**config.mk**
```make
export PLATFORM = sky130hd
export DESIGN_NAME = prim_fifo_sync
export DESIGN_NICKNAME = d
export VERILOG_FILES = /design/src/rtl/prim_fifo_ptr.sv /design/src/rtl/prim_fifo_sync.sv
export SDC_FILE = /design/constraint.sdc
export NUM_CORES = 1
export LEC_CHECK = 0
export CELL_PAD_IN_SITES_DETAIL_PLACEMENT = 1
export CELL_PAD_IN_SITES_GLOBAL_PLACEMENT = 1
export CORE_MARGIN = 2
export CORE_UTILIZATION = 35
export DETAILED_ROUTE_END_ITERATION = 10
export PLACE_DENSITY_LB_ADDON = 0.1
export SETUP_SLACK_MARGIN = 0.15
export SLEW_MARGIN = 20
export SYNTH_ARGS = -nofsm -noshare
export SYNTH_HDL_FRONTEND = slang
export SYNTH_SLANG_ARGS = --single-unit
```
**constraint.sdc**
```tcl
create_clock -name clk_i -period 2.75 [get_ports clk_i]
set_input_delay 0.55 -clock clk_i [delete_from_list [all_inputs] [get_ports clk_i]]
set_output_delay 0.55 -clock clk_i [all_outputs]
set_load 0.05 [all_outputs]
```
**src/rtl/prim_fifo_ptr.sv**
```systemverilog
// Wrapping FIFO pointer: index bits that count 0..Depth-1 plus a wrap bit.
// The wrap bit toggles on each pass, so equal and unequal wrap bits tell empty from full.
module prim_fifo_ptr #(
   parameter int Depth = 4,
   localparam int IdxW = $clog2(Depth)
) (
   input  logic          clk_i,
   input  logic          rst_i,
   input  logic          clr_i,
   input  logic          incr_i,
   output logic [IdxW:0] ptr_o
);

   logic [IdxW:0] ptr_q;

   // Non-power-of-two depths need an explicit wrap at Depth-1, not a natural roll-over.
   always_ff @(posedge clk_i) begin
      if (rst_i) begin
         ptr_q <= '0;
      end else if (clr_i) begin
         ptr_q <= '0;
      end else if (incr_i) begin
         if (ptr_q[IdxW-1:0] == IdxW'(Depth - 1)) begin
            ptr_q <= {~ptr_q[IdxW], {IdxW{1'b0}}};
         end else begin
            ptr_q <= ptr_q + (IdxW + 1)'(1);
         end
      end
   end

   assign ptr_o = ptr_q;

endmodule

```
**src/rtl/prim_fifo_sync.sv**
```systemverilog
// Single-clock FIFO with optional same-cycle pass-through when empty.
// Arbitrary depth (>= 2), occupancy count derived from wrap-bit pointers.
`ifndef PRIM_ASSERT_INIT
`define PRIM_ASSERT_INIT(name_, cond_) \
   if (!(cond_)) begin : name_ \
      $fatal(1, "prim_assert: static check failed"); \
   end
`endif

module prim_fifo_sync #(
   parameter int Width = 16,
   parameter int Depth = 4,
   parameter bit Pass  = 1'b1,
   localparam int DepthW = $clog2(Depth + 1)
) (
   input  logic              clk_i,
   input  logic              rst_i,
   input  logic              clr_i,
   input  logic              wvalid_i,
   output logic              wready_o,
   input  logic [Width-1:0]  wdata_i,
   output logic              rvalid_o,
   input  logic              rready_i,
   output logic [Width-1:0]  rdata_o,
   output logic              full_o,
   output logic [DepthW-1:0] depth_o
);

   localparam int IdxW = $clog2(Depth);

   `PRIM_ASSERT_INIT(gen_depth_min_check, Depth >= 2)

   logic [IdxW:0]    wptr, rptr;
   logic [IdxW-1:0]  widx, ridx;
   logic             wwrap, rwrap;
   logic             empty, full, pass_thru, push, pop;
   logic [Width-1:0] storage [Depth];

   assign widx  = wptr[IdxW-1:0];
   assign ridx  = rptr[IdxW-1:0];
   assign wwrap = wptr[IdxW];
   assign rwrap = rptr[IdxW];

   assign empty = (wptr == rptr);
   assign full  = (widx == ridx) && (wwrap != rwrap);

   // Pass-through consumes the write directly, so neither pointer nor storage moves.
   assign pass_thru = Pass && empty && wvalid_i && rready_i;
   assign push      = wvalid_i && !full && !pass_thru && !clr_i && !rst_i;
   assign pop       = rready_i && !empty && !clr_i && !rst_i;

   prim_fifo_ptr #(.Depth(Depth)) u_wptr (
      .clk_i  (clk_i),
      .rst_i  (rst_i),
      .clr_i  (clr_i),
      .incr_i (push),
      .ptr_o  (wptr)
   );

   prim_fifo_ptr #(.Depth(Depth)) u_rptr (
      .clk_i  (clk_i),
      .rst_i  (rst_i),
      .clr_i  (clr_i),
      .incr_i (pop),
      .ptr_o  (rptr)
   );

   always_ff @(posedge clk_i) begin
      if (push) begin
         storage[widx] <= wdata_i;
      end
   end

   always_comb begin
      depth_o = '0;
      if (full) begin
         depth_o = DepthW'(Depth);
      end else if (wwrap == rwrap) begin
         depth_o = DepthW'(widx) - DepthW'(ridx);
      end else begin
         depth_o = DepthW'(Depth) - DepthW'(ridx) + DepthW'(widx);
      end
   end

   always_comb begin
      rdata_o = '0;
      if (!empty) begin
         rdata_o = storage[ridx];
      end else if (Pass) begin
         rdata_o = wdata_i;
      end
   end

   assign full_o   = full;
   assign wready_o = !full;
   assign rvalid_o = !empty || (Pass && wvalid_i);

endmodule

```
==> flow_metrics.py <==
metrics = {
    "run_status": {
        "status": "finished, final reports clean",
    },
    "floorplan": {
        "fp.dieW_um": 98.4,
        "ioPinCount": 43,
        "initial_core_util": 0.359,
        "coreArea_um2": 8680,
        "die_area_um2": 9680,
        "rows": 34,
        "die_h_um": 98.4,
    },
    "grt": {
        "grt_pass1_wl_um": 10900,
        "grt_usage": 0.150,
        "grt_max_degree": 17,
        "grt_pass1_vias": 1979,
        "grt_antenna_before_repair": 0,
        "gr-total-overflow": 0,
    },
    "clock_network": {
        "clockBufferDepth": 2,
        "cts_hold_buffers": 0,
        "cts_made_buffers": 9,
        "clk_pin_slew_ns": 0.07,
        "htree_levels": 3,
        "clock_sinks": 72,
        "clock_latency_ns": 0.33,
        "cts-root-buf": "clkbuf_8",
        "tritoncts": "built",
    },
    "synth": {
        "synth_edf_count": 64,
        "syn-cell-area_um2": 3120,
        "async_reset_ff_frac": 0,
        "synth_top_area_share": 0.617,
        "synth_common_cells": "64 x edfxtp_1, 16 x mux4_2, 11 x nand2_1, 9 x mux2_4, 8 x dfxtp_1",
        "synth_flop_cell": "edfxtp_1",
        "yosysTopAreaCell": "edfxtp_1",
        "synth-seq-area-share": 0.668,
        "yosysMostFrequentCell": "edfxtp_1",
        "ys_ff_latch": 72,
        "synth_fp_nets": 200,
        "yosysUniqueCellTypes": 33,
        "yosys-top-cells-area": "edfxtp_1 62%, mux4_2 12%, dfxtp_1 5.1%, mux2_4 4.3%, ha_1 2.8%",
        "syn_inst": 171,
        "synth.yosys.warnings": 0,
        "syn_area_per_cell_um2": 18.2,
    },
    "drt": {
        "wl_per_cell_um": 19.9,
        "route.vias.total": 1727,
        "drt_iter0_drc": 72,
        "drt-vias-per-instance": 5.02,
        "drc_errors": 0,
        "drt-total-wl_um": 6840,
        "firstDrtPassIters": 4,
        "ant_nets": 0,
    },
    "critical_path": {
        "cpMaxStageDelayCell": "dfxtp_2",
        "crit_path_max_fanout": 6,
        "critPathKind": "flip-flop to output pin",
        "crit_buf_inv": 3,
        "cpLargestDelayFamily": "buffers and inverters",
        "cp.arrival_ns": 1.98,
        "crit_path_start_kind": "flip-flop",
        "required_ns": 2.20,
        "slowest_delay_ns": 0.35,
        "path_cells": "inv_2, ha_4, nand2_2, nor2_4, buf_6, mux2_2, buf_4",
        "cp-end-kind": "output pin",
    },
    "timing": {
        "slew_violations": 0,
        "whs_ns": 0.545,
        "relSlewSlack": 0.665,
        "timing.final.hold_violations": 0,
        "fmax_ghz": 0.395,
        "worst_slew_pin_slew_ns": 0.501,
        "rsz0062_at_grt": "no",
        "fin_crit_ns": 2.53,
        "skew_ns": 0.00759,
        "finalSetupViolCount": 0,
        "min_period_over_period": 0.920,
        "finalSetupTns_ns": 0,
    },
    "layout": {
        "n_antenna_cell": 0,
        "nFillCells": 851,
        "multi_input_area_um2": 1020,
        "num-nets-final": 260,
        "regArea_um2": 2090,
        "area_delta_synth_final_pct": 32.5,
        "drive_gt1_frac": 0.419,
    },
    "flow_run": {
        "maxCapViolCount": 0,
    },
    "power": {
        "clock_power_share": 0.388,
        "power.switching_uw": 552,
        "ir_worst_vdd_mv": 0.197,
        "power_density_nw_per_um2": 606,
        "power_leakage_uw": 0.00144,
        "seqPwrFrac": 0.479,
        "p_int_uw": 1950,
        "p_sw_frac": 0.221,
        "pwr-share-comb": 0.132,
    },
    "placement": {
        "hpwl_um": 4520,
        "io_buffers": 42,
        "place.gp.congestion": 0.819,
    },
    "min_path": {
        "min_path_type": "flip-flop to flip-flop",
    },
}
per-layer routing:
metal,up-vias,part of all wire,track usage
met5,-,0,0
met3,6,0.032,0.0379
met2,33,0.51,0.250
met4,0,0.0075,0.0432
met1,894,0.45,0.194
li1,794,-,-
kinds of logic after synthesis:
family | Yosys count | synth area share
DFF | 72 | 0.668
muxes | 35 | 0.194
and+or+nand+nor | 27 | 0.0410
buffers and inverters | 14 | 0.0249
AOI/OAI and AO/OA | 13 | 0.0297
adders and majority gates | 8 | 0.0345
xor gates and xnor gates | 2 | 0.00803
stage by stage:
stage               cell area, um^2  total power (uW)  utilization  setup slack, ns  instances
finish                         4130              2500        0.476            0.221        344
global route                   4130              2590        0.476            0.147        344
floorplan                      3120              1400            -            0.142        171
detailed placement             3780              1540        0.436            0.243        324
global placement               3780              1530        0.436            0.310        324
CTS                            4080              2520        0.470            0.154        343
power groups by stage:
stage / clock network, uW / registers, uW / logic [uW]
after floorplan: 0 / 1220 / 172
after global placement: 0 / 1220 / 307
after global routing: 1050 / 1200 / 347
final: 972 / 1200 / 331
after detailed placement: 0 / 1230 / 312
after CTS: 1000 / 1200 / 324
worst min-delay path, stage by stage, from the launching register on:
cell,delay [ns]
dfxtp_2,0.37
nand2_1,0.08
mux2i_1,0.06
sequential cells by signal, summed over array words and instances (netlist names), named ones only:
signal        count
u_wptr.ptr_o      3
storage          64
u_rptr.ptr_o      3
layout make-up:
class | instances | share of cell area
multi-input cells | 85 | 0.247
clock inverters | 6 | 0.0261
inverters | 7 | 0.00636
flip-flops and latches | 72 | 0.506
clock buffers | 10 | 0.0309
repair buffers | 56 | 0.151
well taps | 108 | 0.0327
cell usage in the layout (no fill, tap or decap), drive strengths merged:
cell type      netlist  final
ha                   7      7
inv                  7      7
o2111ai              1      1
xor2                 1      1
nand2b               1      1
a2111oi              1      1
buf                  5     35
mux4                16     16
and2                 1      1
nor2                 5      5
mux2                16     16
bufinv               0      3
dfxtp                8      8
mux2i                3      3
clkinv               0      2
or2                  1      1
clkinvlp             0      1
a22o                 1      1
nor2b                1      1
o211ai               1      1
a31oi                1      1
o31ai                1      1
or3                  3      3
clkbuf               2     10
edfxtp              64     64
a311o                1      1
clkdlybuf4s50        0     21
nand2               11     11
a21oi                4      4
fa                   1      1
nor3                 4      4
xnor2                1      1
a211oi               2      2
path summary, 6_finish.rpt:
kind | startpoint | to | slack (ns) | depth (start not counted)
max | u_wptr.ptr_o[0] | rdata_o[2] | 0.22 | 7
min | u_wptr.ptr_o[1] | u_wptr.ptr_o[1] | 0.54 | 2
max reg2reg | u_rptr.ptr_o[0] | storage[1][12] | 0.61 | 6
min reg2reg | u_wptr.ptr_o[1] | u_wptr.ptr_o[1] | 0.54 | 2
repair_timing:
action                     in CTS  in global routing
setup endpoints to repair      18                 17
cloned                          1                  0
pin swaps                       2                  2
gates resized for setup         9                 13
hold endpoints to repair        0                  0
buffers inserted                2                  1
(Power assumes the default switching activity.)
